**src/rtl/scoreboard.sv**
```systemverilog
// ---------------------------------------------------------------------------
// scoreboard -- register-hazard interlock for the rv32 pipeline
//
// Purpose
//   Operand forwarding chooses where a source operand comes from. This block
//   chooses when decode may issue. It keeps, for each architectural register,
//   a count of writes in flight (wcnt) and of loads that have not yet left
//   the memory stage (lcnt). The combinational ready output holds decode back
//   on any hazard that forwarding cannot cover.
//
// Configuration macro
//   SCOREBOARD_FORWARD_EN
//     defined   : a forwarding network is present. Only load-use hazards stall,
//                 so a source hazards while lcnt != 0.
//     undefined : there is no forwarding. A source hazards while wcnt != 0.
//                 lcnt is still maintained but is not consulted.
//
// Parameters
//   DEPTH        maximum number of in-flight writes per register
//
// Ports
//   clk          clock
//   rst          synchronous reset, active-high; clears all tracking
//   flush        pipeline flush; clears all tracking at the next edge
//   id_valid     decode holds a valid instruction
//   id_ready     issue permitted; a transfer is id_valid && id_ready
//   id_rs1/2     source register addresses
//   id_rs1/2_used  the instruction reads that source
//   id_rd        destination register address
//   id_wr        the instruction writes rd
//   id_load      the instruction is a load
//   mm_done      a load leaves the memory stage this cycle (mm_rd)
//   wb_valid     writeback retires a register write this cycle (wb_rd)
//   pending      bit i = register i has at least one write in flight (registered)
//   busy         any pending bit is set (registered)
// ---------------------------------------------------------------------------
module scoreboard #(
  parameter int DEPTH = 4
) (
  input  logic        clk,
  input  logic        rst,
  input  logic        flush,
  input  logic        id_valid,
  output logic        id_ready,
  input  logic [4:0]  id_rs1,
  input  logic [4:0]  id_rs2,
  input  logic        id_rs1_used,
  input  logic        id_rs2_used,
  input  logic [4:0]  id_rd,
  input  logic        id_wr,
  input  logic        id_load,
  input  logic        mm_done,
  input  logic [4:0]  mm_rd,
  input  logic        wb_valid,
  input  logic [4:0]  wb_rd,
  output logic [31:0] pending,
  output logic        busy
);

  localparam int              CW      = $clog2(DEPTH + 1);
  localparam logic [CW-1:0]   C_DEPTH = CW'(DEPTH);
  localparam logic [CW-1:0]   C_ONE   = CW'(1);

  // -------------------------------------------------------------------------
  // Tracking state
  // -------------------------------------------------------------------------
  logic [CW-1:0] r_wcnt      [32];
  logic [CW-1:0] r_lcnt      [32];
  logic [CW-1:0] w_wcnt_next [32];
  logic [CW-1:0] w_lcnt_next [32];
  logic [31:0]   r_pending;
  logic          r_busy;
  logic [31:0]   w_pending_next;

  // -------------------------------------------------------------------------
  // Hazard detection (combinational from registered state only)
  // -------------------------------------------------------------------------
  logic [CW-1:0] w_rs1_track;
  logic [CW-1:0] w_rs2_track;
  logic          w_hazard1;
  logic          w_hazard2;
  logic          w_structural;
  logic          w_issue;

`ifdef SCOREBOARD_FORWARD_EN
  // Integer results are forwarded; only a load still ahead of the memory
  // stage can leave a consumer without data.
  assign w_rs1_track = r_lcnt[id_rs1];
  assign w_rs2_track = r_lcnt[id_rs2];
`else
  // No forwarding: any in-flight write must reach the register file first.
  assign w_rs1_track = r_wcnt[id_rs1];
  assign w_rs2_track = r_wcnt[id_rs2];
`endif

  assign w_hazard1    = id_rs1_used && (id_rs1 != 5'd0) && (w_rs1_track != '0);
  assign w_hazard2    = id_rs2_used && (id_rs2 != 5'd0) && (w_rs2_track != '0);
  // The counter for rd is full; one more write would overflow it.
  assign w_structural = id_wr && (r_wcnt[id_rd] == C_DEPTH);

  assign id_ready = !rst && !flush && !w_hazard1 && !w_hazard2 && !w_structural;

  // Because id_ready is low during flush/reset, no issue can leak through then.
  assign w_issue  = id_valid && id_ready && id_wr && (id_rd != 5'd0);

  // -------------------------------------------------------------------------
  // Counter next-state
  //   A simultaneous increment and decrement cancel. A decrement at zero is a
  //   protocol error and the counter holds at zero. The increment saturates
  //   at DEPTH, which matters only for lcnt under a malformed retire sequence.
  // -------------------------------------------------------------------------
  function automatic logic [CW-1:0] f_count_next(
    input logic [CW-1:0] cnt,
    input logic          inc,
    input logic          dec
  );
    logic [CW-1:0] res;
    res = cnt;
    if (inc && !dec && (cnt != C_DEPTH)) begin
      res = cnt + C_ONE;
    end else if (dec && !inc && (cnt != '0)) begin
      res = cnt - C_ONE;
    end
    return res;
  endfunction

  genvar gi;
  generate
    for (gi = 0; gi < 32; gi++) begin : g_reg
      if (gi == 0) begin : g_x0
        // x0 is hardwired to zero and never carries a hazard.
        assign w_wcnt_next[gi]    = '0;
        assign w_lcnt_next[gi]    = '0;
        assign w_pending_next[gi] = 1'b0;
      end else begin : g_xn
        logic w_inc_w;
        logic w_inc_l;
        logic w_dec_w;
        logic w_dec_l;

        assign w_inc_w = w_issue && (id_rd == 5'(gi));
        assign w_inc_l = w_inc_w && id_load;
        assign w_dec_w = wb_valid && (wb_rd == 5'(gi));
        assign w_dec_l = mm_done  && (mm_rd == 5'(gi));

        // A flush wipes all tracking, and retire events in that cycle are
        // dropped along with it.
        assign w_wcnt_next[gi] = flush ? '0 : f_count_next(r_wcnt[gi], w_inc_w, w_dec_w);
        assign w_lcnt_next[gi] = flush ? '0 : f_count_next(r_lcnt[gi], w_inc_l, w_dec_l);

        assign w_pending_next[gi] = (w_wcnt_next[gi] != '0);
      end
    end
  endgenerate

  // -------------------------------------------------------------------------
  // State registers
  // -------------------------------------------------------------------------
  always_ff @(posedge clk) begin
    if (rst) begin
      for (int i = 0; i < 32; i++) begin
        r_wcnt[i] <= '0;
        r_lcnt[i] <= '0;
      end
      r_pending <= '0;
      r_busy    <= 1'b0;
    end else begin
      for (int i = 0; i < 32; i++) begin
        r_wcnt[i] <= w_wcnt_next[i];
        r_lcnt[i] <= w_lcnt_next[i];
      end
      // These flags come from next-state, so they line up with the counters.
      r_pending <= w_pending_next;
      r_busy    <= |w_pending_next;
    end
  end

  assign pending = r_pending;
  assign busy    = r_busy;

endmodule
```
**config.mk**
```make
export PLATFORM = sky130hd
export DESIGN_NAME = scoreboard
export DESIGN_NICKNAME = d
export VERILOG_FILES = /design/src/rtl/scoreboard.sv
export SDC_FILE = /design/constraint.sdc
export NUM_CORES = 1
export LEC_CHECK = 0
export ABC_CLOCK_PERIOD_IN_PS = 5700
export BUFFER_PORTS_ARGS = -buffer_cell sky130_fd_sc_hd__buf_2
export CORE_MARGIN = 2
export CORE_UTILIZATION = 50
export CTS_BUF_LIST = sky130_fd_sc_hd__clkbuf_8
export CTS_CLUSTER_DIAMETER = 150
export DETAILED_ROUTE_END_ITERATION = 10
export GPL_ROUTABILITY_DRIVEN = 0
export PLACE_DENSITY = 0.68
export SETUP_SLACK_MARGIN = 0.4
export SYNTH_ARGS = -nofsm -noshare
export SYNTH_HDL_FRONTEND = slang
export SYNTH_SLANG_ARGS = --single-unit
export TNS_END_PERCENT = 10
```
**constraint.sdc**
```tcl
create_clock -name clk -period 5.7 [get_ports clk]
set_clock_uncertainty 0.05 [all_clocks]
set_input_delay 1.14 -clock clk [delete_from_list [all_inputs] [get_ports clk]]
set_output_delay 1.14 -clock clk [all_outputs]
set_load 0.05 [all_outputs]
```
==> metrics.txt, run 1 <==
# TYPE chip_impl_metric gauge
chip_impl_info{name="run_status",value="completed"} 1
chip_impl_metric{name="core.rowCount",unit=""} 55
chip_impl_info{name="slowest_cell_on_crit_path",value="sky130_fd_sc_hd__buf_2"} 1
chip_impl_info{name="path_common_cell",value="sky130_fd_sc_hd__buf_4"} 1
chip_impl_info{name="cts_tree",value="yes"} 1
chip_impl_metric{name="deepest_level_of_the_cts_h_tree",unit=""} 4
chip_impl_metric{name="finalHoldViolCount",unit=""} 0
chip_impl_metric{name="switching_share",unit=""} 0.321
chip_impl_metric{name="total_power_of_the_final_layout",unit="mW"} 1.95
chip_impl_info{name="root_buffer",value="sky130_fd_sc_hd__clkbuf_8"} 1
chip_impl_metric{name="worstMarginPinSlew",unit="ns"} 1.14
chip_impl_info{name="path_delay_family",value="simple AND/OR/NAND/NOR gates"} 1
chip_impl_metric{name="clock_power_share",unit=""} 0.406
chip_impl_metric{name="ios",unit=""} 69
chip_impl_info{name="dominantRegCellSynth",value="sky130_fd_sc_hd__dfxtp_1"} 1
chip_impl_metric{name="clock-sinks",unit=""} 125
chip_impl_metric{name="hpwlAfterDp",unit="mm"} 30.3
chip_impl_metric{name="fmaxAchievable",unit="MHz"} 195
chip_impl_metric{name="global_route.usage.met3",unit=""} 0.0776
chip_impl_info{name="netlist_top_cells_area",value="sky130_fd_sc_hd__dfxtp_1 (22%), sky130_fd_sc_hd__ha_1 (10%), sky130_fd_sc_hd__nor2_1 (6.6%)"} 1
chip_impl_metric{name="syn_area",unit="sq mm"} 0.0113
chip_impl_metric{name="post-route-worst-setup-slack",unit="ns"} 0.575
chip_impl_metric{name="final-max-slew-violation-count",unit=""} 0
chip_impl_metric{name="global_route.overflow_total",unit=""} 0
chip_impl_info{name="cp-startpoint",value="id_rd[1]"} 1
chip_impl_metric{name="mappedNetlistNets",unit=""} 1635
chip_impl_metric{name="crit_fanout",unit=""} 23
chip_impl_metric{name="part_of_the_power_in_combinational_logic",unit=""} 0.145
chip_impl_info{name="timing.critical_path.cells",value="buf_2, mux2_2, a221oi_1, o32ai_1, nor3_1, o21ba_2, nand3_1, o21ai_0, and3_1, or3_1, o31ai_1, buf_4, nand4_1, nor4_1, buf_4, a41oi_1"} 1
chip_impl_metric{name="synth_warnings",unit=""} 0
chip_impl_metric{name="synth_seq_area_share",unit=""} 0.221
chip_impl_metric{name="timing.final.crit_period",unit="ns"} 5.12
chip_impl_metric{name="port_buffers",unit=""} 60
chip_impl_metric{name="period_share",unit=""} 0.899
chip_impl_metric{name="design.die.area",unit="sq mm"} 0.0239
chip_impl_metric{name="syn_avg_cell_area",unit="sq um"} 7.52
chip_impl_metric{name="clock_latency",unit="ns"} 0.49
chip_impl_info{name="start_kind",value="input port"} 1
chip_impl_metric{name="fraction_of_final_layout_cells_sized_beyond_drive_strength_1",unit=""} 0.161
chip_impl_metric{name="detailed_route_iter0_violations",unit=""} 1350
chip_impl_metric{name="synthCells",unit=""} 1507
chip_impl_info{name="yosys.area.top_type",value="sky130_fd_sc_hd__dfxtp_1"} 1
chip_impl_metric{name="grt.met1_usage",unit=""} 0.435
chip_impl_metric{name="power.ir.vdd_worst",unit="mV"} 0.110
chip_impl_metric{name="wl_per_cell",unit="um"} 20.8
chip_impl_metric{name="grt_first_pass_wirelength",unit="mm"} 62.3
chip_impl_metric{name="fin_nets",unit=""} 1752
chip_impl_metric{name="worst_slew_margin_rel",unit=""} 0.240
chip_impl_metric{name="die_width",unit="um"} 155
chip_impl_metric{name="detail_route.drc_violations",unit=""} 0
chip_impl_metric{name="synthArstFlopShare",unit=""} 0
chip_impl_metric{name="path_buf_inv",unit=""} 3
chip_impl_metric{name="total_switching_power",unit="mW"} 0.626
chip_impl_metric{name="p_leak",unit="nW"} 4.96
chip_impl_info{name="kind_of_critical_path",value="in -> reg"} 1
chip_impl_metric{name="detailroute.via_count",unit=""} 12491
chip_impl_metric{name="yosys_register_bits",unit=""} 125
chip_impl_metric{name="cp_slowest_stage_delay",unit="ns"} 0.51
chip_impl_metric{name="detailedPlace.worstSlack",unit="ns"} 0.150
chip_impl_info{name="worst_hold_path_startpoint",value="r_wcnt[28][0]"} 1
chip_impl_metric{name="max-cap-violations",unit=""} 0
chip_impl_metric{name="vias_per_cell",unit=""} 6.49
chip_impl_metric{name="largest_net_degree_at_the_start_of_global_routing",unit=""} 91
chip_impl_metric{name="drt_wl_total",unit="mm"} 40.0
chip_impl_info{name="min-delay-path-class",value="reg -> reg"} 1
chip_impl_metric{name="cts_setup_buffers",unit=""} 0
chip_impl_metric{name="path_clk_slew",unit="ns"} 0.09
chip_impl_metric{name="arrival",unit="ns"} 5.39
chip_impl_metric{name="internal_power",unit="mW"} 1.32
chip_impl_metric{name="worstPathRequired",unit="ns"} 5.96
chip_impl_metric{name="core-area",unit="sq mm"} 0.0224
chip_impl_metric{name="first_global_vias",unit=""} 11629
chip_impl_metric{name="drt_first_pass_iters",unit=""} 6
chip_impl_metric{name="power.share.sequential",unit=""} 0.449
chip_impl_metric{name="ant_nets",unit=""} 0
chip_impl_info{name="setup_repair_after_global_routing_missed_its_margin",value="false"} 1
chip_impl_metric{name="final.setup.tns",unit="ns"} 0
chip_impl_info{name="grt_busiest_layer",value="met2"} 1
chip_impl_metric{name="cellPowerDensity",unit="mW/mm^2"} 151
chip_impl_metric{name="max-clock-path-buffers",unit=""} 2
chip_impl_metric{name="groute.layer.met2.usage",unit=""} 0.513
chip_impl_metric{name="areaGrowthSynthToFinish",unit="%"} 13.9
chip_impl_metric{name="fin_util",unit=""} 0.575
chip_impl_metric{name="yosysUniqueCellTypes",unit=""} 90
chip_impl_metric{name="synth_top_cell_area_share",unit=""} 0.221
chip_impl_metric{name="cts-buffers-inserted",unit=""} 17
chip_impl_info{name="worst_r2r_startpoint",value="r_wcnt[29][0]"} 1
chip_impl_metric{name="floorplan.initialDensity",unit=""} 0.505
chip_impl_metric{name="synth_enable_flop_cells",unit=""} 0
chip_impl_metric{name="grt_usage",unit=""} 0.332
chip_impl_info{name="worstSetupEndpointType",value="register"} 1
chip_impl_metric{name="antenna_violations_before_repair",unit=""} 2
chip_impl_metric{name="floorplan.die.height",unit="um"} 155
chip_impl_metric{name="post_cts_resized",unit=""} 0
chip_impl_metric{name="cts_hold_buffers",unit=""} 0
chip_impl_metric{name="timing.final.setup_violations",unit=""} 0
[cell families (layout without fill, tap and decap cells)]
| kind of cell | Yosys count | in the layout | share of synthesized area |
|---|---|---|---|
| AND/OR/NAND/NOR | 646 | 646 | 0.292 |
| adder cells (fa/ha/maj) | 93 | 93 | 0.103 |
| buffers and inverters | 182 | 312 | 0.0641 |
| AO/OA/AOI/OAI | 367 | 367 | 0.225 |
| other | 1 | 3 | 0.000331 |
| flip-flops | 125 | 125 | 0.221 |
| multiplexers | 48 | 48 | 0.0600 |
| XOR/XNOR | 45 | 45 | 0.0348 |
[stage by stage]
stage | cells | instance area [sq um] | hold WS [ns]
2_1_floorplan | 1507 | 11300 | 0.425
3_3_place_gp | 1890 | 12500 | 0.464
6_report | 1924 | 12900 | 0.478
4_1_cts | 1922 | 12900 | 0.482
5_1_grt | 1922 | 12900 | 0.516
3_5_place_dp | 1890 | 12500 | 0.470
[layout make-up]
type                    count  area [sq um]
fillers                  2112          9530
multi-input cells        1200          8110
flip-flops and latches    125          2500
repair buffers            165          1120
inverters                 115           432
well taps                 285           357
clock buffers              18           248
clock inverters            14           135
diodes                      2          5.00
[sequential cells by signal, indices dropped and copies added (netlist names)]
name,count
busy,1
pending,31
r_wcnt,93
[power groups by stage]
stage	Combinational (mW)	Sequential (mW)	Clock (mW)
floorplan	0.142	0.900	0
global placement	0.264	0.896	0
detailed placement	0.266	0.896	0
CTS	0.267	0.876	0.804
global route	0.290	0.876	0.833
finish	0.282	0.876	0.791
[final timing paths]
| path | to | slack, ns | cells past startpoint |
|---|---|---|---|
| setup reg to reg | busy | 1.03 | 15 |
| setup / recovery | busy | 0.58 | 16 |
| hold reg to reg | r_wcnt[28][0] | 0.48 | 2 |
| hold / removal | r_wcnt[28][0] | 0.48 | 2 |
[tightest hold or removal path, delay by kind of cell (launching register included)]
family             cells  cell delay, ns
DFF                    1            0.36
and+or+nand+nor        1            0.07
AOI/OAI and AO/OA      1            0.05
[cells in the final DEF, fill, tap and decap left out, types with 24 or more instances in the layout]
cell type                 netlist  routed
sky130_fd_sc_hd__a21oi_1       88      88
sky130_fd_sc_hd__nor3_1        55      55
sky130_fd_sc_hd__ha_1          93      93
sky130_fd_sc_hd__inv_1        114     114
sky130_fd_sc_hd__buf_4          4     103
sky130_fd_sc_hd__nand4_1       25      25
sky130_fd_sc_hd__mux2i_1       24      24
sky130_fd_sc_hd__nand3_1       50      50
sky130_fd_sc_hd__nor2_1       198     198
sky130_fd_sc_hd__nand2_1      109     109
sky130_fd_sc_hd__nor2b_1       24      24
sky130_fd_sc_hd__dfxtp_1      125     125
sky130_fd_sc_hd__nor4_1        28      28
sky130_fd_sc_hd__xnor2_1       39      39
sky130_fd_sc_hd__a31oi_1       26      26
sky130_fd_sc_hd__buf_2         14      59
sky130_fd_sc_hd__o21ai_0       59      59
[cell usage after synthesis, types with 7 or more instances]
| library cell | count |
|---|---|
| sky130_fd_sc_hd__nor2_1 | 198 |
| sky130_fd_sc_hd__dfxtp_1 | 125 |
| sky130_fd_sc_hd__inv_1 | 114 |
| sky130_fd_sc_hd__nand2_1 | 109 |
| sky130_fd_sc_hd__ha_1 | 93 |
| sky130_fd_sc_hd__a21oi_1 | 88 |
| sky130_fd_sc_hd__o21ai_0 | 59 |
| sky130_fd_sc_hd__nor3_1 | 55 |
| sky130_fd_sc_hd__nand3_1 | 50 |
| sky130_fd_sc_hd__clkbuf_1 | 42 |
| sky130_fd_sc_hd__xnor2_1 | 39 |
| sky130_fd_sc_hd__nor4_1 | 28 |
| sky130_fd_sc_hd__a31oi_1 | 26 |
| sky130_fd_sc_hd__nand4_1 | 25 |
| sky130_fd_sc_hd__mux2i_1 | 24 |
| sky130_fd_sc_hd__nor2b_1 | 24 |
| sky130_fd_sc_hd__and3_1 | 23 |
| sky130_fd_sc_hd__nand2b_1 | 20 |
| sky130_fd_sc_hd__and2_1 | 19 |
| sky130_fd_sc_hd__a211oi_1 | 17 |
| sky130_fd_sc_hd__mux4_2 | 15 |
| sky130_fd_sc_hd__nor3b_1 | 15 |
| sky130_fd_sc_hd__or3_1 | 15 |
| sky130_fd_sc_hd__a311oi_1 | 14 |
| sky130_fd_sc_hd__buf_2 | 14 |
| sky130_fd_sc_hd__o211ai_1 | 13 |
| sky130_fd_sc_hd__a21o_1 | 11 |
| sky130_fd_sc_hd__nor4b_1 | 11 |
| sky130_fd_sc_hd__o2111ai_1 | 11 |
| sky130_fd_sc_hd__or2_2 | 11 |
| sky130_fd_sc_hd__nand3b_1 | 10 |
| sky130_fd_sc_hd__a22oi_1 | 9 |
| sky130_fd_sc_hd__a31o_2 | 9 |
| sky130_fd_sc_hd__mux2_2 | 9 |
| sky130_fd_sc_hd__o31ai_1 | 8 |
| sky130_fd_sc_hd__a2111oi_0 | 7 |
| sky130_fd_sc_hd__a211o_1 | 7 |
[metal layers]
metal,wire [um],vias to the layer above,part of all wire
li1,-,5735,-
met1,16500,5882,0.41
met2,17200,701,0.43
met3,4270,173,0.11
met4,2120,0,0.053
met5,0,-,0
Note: power is estimated with default switching activity, not from simulation.
==> inputs of run 2 (changes only) <==
CORE_UTILIZATION = 45   (was 50)
PLACE_DENSITY = unset   (was 0.68)
==> run 2 against run 1 <==
Register-to-register slack improved by 0.20 ns. Clock power grew 16%. Sequential cell count did not move. Power is 5.8% higher. Die area is 11% higher. Global-route usage down 2.3 points. Critical path depth unchanged. Sequential power barely moved. Design area decreased by 1.4%. Worst hold slack better by 0.021 ns. Core utilization is 6.6 points lower. Cell count up 0.57%.
==> metrics.txt, run 2 (same netlist as run 1, synthesis figures left out) <==
# TYPE chip_impl_metric gauge
chip_impl_metric{name="timing.final.crit_period",unit="ns"} 5.10
chip_impl_metric{name="largest_reg_flops",unit=""} 93
chip_impl_metric{name="hpwlAfterDp",unit="mm"} 31.2
chip_impl_info{name="setup_repair_after_global_routing_missed_its_margin",value="false"} 1
chip_impl_metric{name="fraction_of_final_layout_cells_sized_beyond_drive_strength_1",unit=""} 0.141
chip_impl_info{name="grt_busiest_layer",value="met2"} 1
chip_impl_info{name="mostFrequentLayoutCells",value="sky130_fd_sc_hd__nor2_1 (198), sky130_fd_sc_hd__dfxtp_1 (125), sky130_fd_sc_hd__inv_1 (116), sky130_fd_sc_hd__nand2_1 (109), sky130_fd_sc_hd__ha_1 (93)"} 1
chip_impl_metric{name="fin_nets",unit=""} 1716
chip_impl_metric{name="timing.final.setup_violations",unit=""} 0
chip_impl_metric{name="final_design_area_no_fill",unit="sq mm"} 0.0127
chip_impl_metric{name="clock_latency",unit="ns"} 0.48
chip_impl_metric{name="count_of_cells_along_the_worst_register_to_register_path",unit=""} 15
chip_impl_metric{name="finalHoldViolCount",unit=""} 0
chip_impl_metric{name="groute.layer.met2.usage",unit=""} 0.473
chip_impl_metric{name="worstPathRequired",unit="ns"} 6.00
chip_impl_metric{name="port_buffers",unit=""} 60
chip_impl_metric{name="floorplan.die.height",unit="um"} 163
chip_impl_metric{name="deepest_level_of_the_cts_h_tree",unit=""} 4
chip_impl_metric{name="grt.met1_usage",unit=""} 0.410
chip_impl_metric{name="design.die.area",unit="sq mm"} 0.0265
chip_impl_metric{name="global_route.usage.met3",unit=""} 0.0670
chip_impl_metric{name="detailroute.via_count",unit=""} 12155
chip_impl_metric{name="arrival",unit="ns"} 5.40
chip_impl_metric{name="detail_route.drc_violations",unit=""} 0
chip_impl_metric{name="cts_hold_buffers",unit=""} 0
chip_impl_metric{name="detailed_route_iter0_violations",unit=""} 1394
chip_impl_info{name="root_buffer",value="sky130_fd_sc_hd__clkbuf_8"} 1
chip_impl_info{name="worstSetupEndpointType",value="register"} 1
chip_impl_metric{name="period_share",unit=""} 0.894
chip_impl_info{name="layout.cells.most_common",value="sky130_fd_sc_hd__nor2_1"} 1
chip_impl_metric{name="post_cts_resized",unit=""} 0
chip_impl_metric{name="first_global_vias",unit=""} 11113
chip_impl_metric{name="cellPowerDensity",unit="mW/mm^2"} 162
chip_impl_metric{name="post-place-cells",unit=""} 1899
chip_impl_metric{name="final.setup.tns",unit="ns"} 0
chip_impl_info{name="largest_register",value="r_wcnt"} 1
chip_impl_metric{name="die_width",unit="um"} 163
chip_impl_metric{name="finish.cell_count_without_fillers",unit=""} 1935
chip_impl_metric{name="floorplan.initialDensity",unit=""} 0.454
chip_impl_metric{name="timing.hold.worst_path_depth",unit=""} 2
chip_impl_metric{name="ios",unit=""} 69
chip_impl_metric{name="fin_util",unit=""} 0.510
chip_impl_info{name="start_kind",value="input port"} 1
chip_impl_info{name="min-delay-path-class",value="reg -> reg"} 1
chip_impl_metric{name="vias_per_cell",unit=""} 6.28
chip_impl_metric{name="core.rowCount",unit=""} 58
chip_impl_metric{name="global_route.overflow_total",unit=""} 0
chip_impl_metric{name="total_power_of_the_final_layout",unit="mW"} 2.06
chip_impl_metric{name="clock-sinks",unit=""} 125
chip_impl_metric{name="areaGrowthSynthToFinish",unit="%"} 12.3
chip_impl_metric{name="place_area",unit="sq mm"} 0.0123
chip_impl_metric{name="max-clock-path-buffers",unit=""} 2
chip_impl_metric{name="cts-buffers-inserted",unit=""} 17
chip_impl_info{name="run_status",value="completed"} 1
chip_impl_metric{name="grt_usage",unit=""} 0.309
chip_impl_metric{name="ant_nets",unit=""} 0
chip_impl_metric{name="grt_first_pass_wirelength",unit="mm"} 62.9
chip_impl_metric{name="max-cap-violations",unit=""} 0
chip_impl_metric{name="core-area",unit="sq mm"} 0.0250
chip_impl_metric{name="final-max-slew-violation-count",unit=""} 0
chip_impl_info{name="kind_of_critical_path",value="in -> reg"} 1
chip_impl_metric{name="p_leak",unit="nW"} 4.82
chip_impl_metric{name="path_clk_slew",unit="ns"} 0.09
chip_impl_metric{name="largest_net_degree_at_the_start_of_global_routing",unit=""} 54
chip_impl_metric{name="worst_slew_margin_rel",unit=""} 0.413
chip_impl_metric{name="antenna_violations_before_repair",unit=""} 4
chip_impl_info{name="cts_tree",value="yes"} 1
chip_impl_metric{name="drt_wl_total",unit="mm"} 40.9
chip_impl_metric{name="fmaxAchievable",unit="MHz"} 196
chip_impl_metric{name="wl_per_cell",unit="um"} 21.1
chip_impl_metric{name="worstMarginPinSlew",unit="ns"} 0.874
chip_impl_metric{name="drt_first_pass_iters",unit=""} 9
chip_impl_metric{name="power.ir.vdd_worst",unit="mV"} 0.114
chip_impl_metric{name="crit_fanout",unit=""} 12
chip_impl_metric{name="cts_setup_buffers",unit=""} 0
-- run 2: cell count changes in the layout (fill, tap and decap cells not counted), moves of 2 or more --
cell	previous run	this run
sky130_fd_sc_hd__buf_4	103	69
sky130_fd_sc_hd__bufinv_16	1	4
sky130_fd_sc_hd__buf_12	2	0
sky130_fd_sc_hd__diode_2	2	4
sky130_fd_sc_hd__inv_1	114	116
sky130_fd_sc_hd__inv_6	4	2
sky130_fd_sc_hd__nor4_2	1	3
-- run 2: worst max-delay path, cell delays in order --
cell and delay (ns):
sky130_fd_sc_hd__buf_2 0.33, sky130_fd_sc_hd__mux4_2 0.60, sky130_fd_sc_hd__nor2b_1 0.19, sky130_fd_sc_hd__a211oi_1 0.11, sky130_fd_sc_hd__a31o_4 0.24, sky130_fd_sc_hd__or3_1 0.52, sky130_fd_sc_hd__nor4_2 0.42, sky130_fd_sc_hd__nand3_1 0.36
sky130_fd_sc_hd__nor3_1 0.30, sky130_fd_sc_hd__a21oi_1 0.10, sky130_fd_sc_hd__o21ai_1 0.18, sky130_fd_sc_hd__a41oi_1 0.15, sky130_fd_sc_hd__buf_4 0.19, sky130_fd_sc_hd__nor4_1 0.28, sky130_fd_sc_hd__buf_4 0.17, sky130_fd_sc_hd__a41oi_1 0.11
-- run 2: final timing paths --
check / endpoint / slack, ns / start
hold / removal: r_wcnt[28][0] / 0.50 / r_wcnt[28][0]
setup / recovery: busy / 0.60 / id_rs2[0]
hold reg to reg: r_wcnt[28][0] / 0.50 / r_wcnt[28][0]
setup reg to reg: busy / 1.23 / r_wcnt[29][0]
-- run 2: per-stage QoR --
step                worst slack (ns)  hold slack, ns
finish                         0.602           0.499
global route                   0.429           0.531
CTS                            0.719           0.492
detailed placement             0.263           0.480
global placement               0.216           0.465
floorplan                       1.10           0.425
-- run 2: cell type report --
type,count,area (sq um)
antenna,4,10.0
clock buffer,18,248
clock inverter,14,194
fill,2552,12200
inverter,115,432
multi-input combinational,1200,8110
sequential,125,2500
tap,330,413
timing repair buffer,129,818
-- run 2: layer usage --
layer  routed length, um  vias to the layer above
met5                   0                        -
met4                2120                        0
met3                4030                      140
met2               17400                      606
met1               17300                     5726
li1                    -                     5683
-- run 2: power by group --
group | leakage (nW) | switching (mW) | total (mW) | internal [mW]
Sequential | 1.01 | 0.00187 | 0.876 | 0.874
Combinational | 3.60 | 0.192 | 0.268 | 0.0758
Clock | 0.218 | 0.428 | 0.918 | 0.489
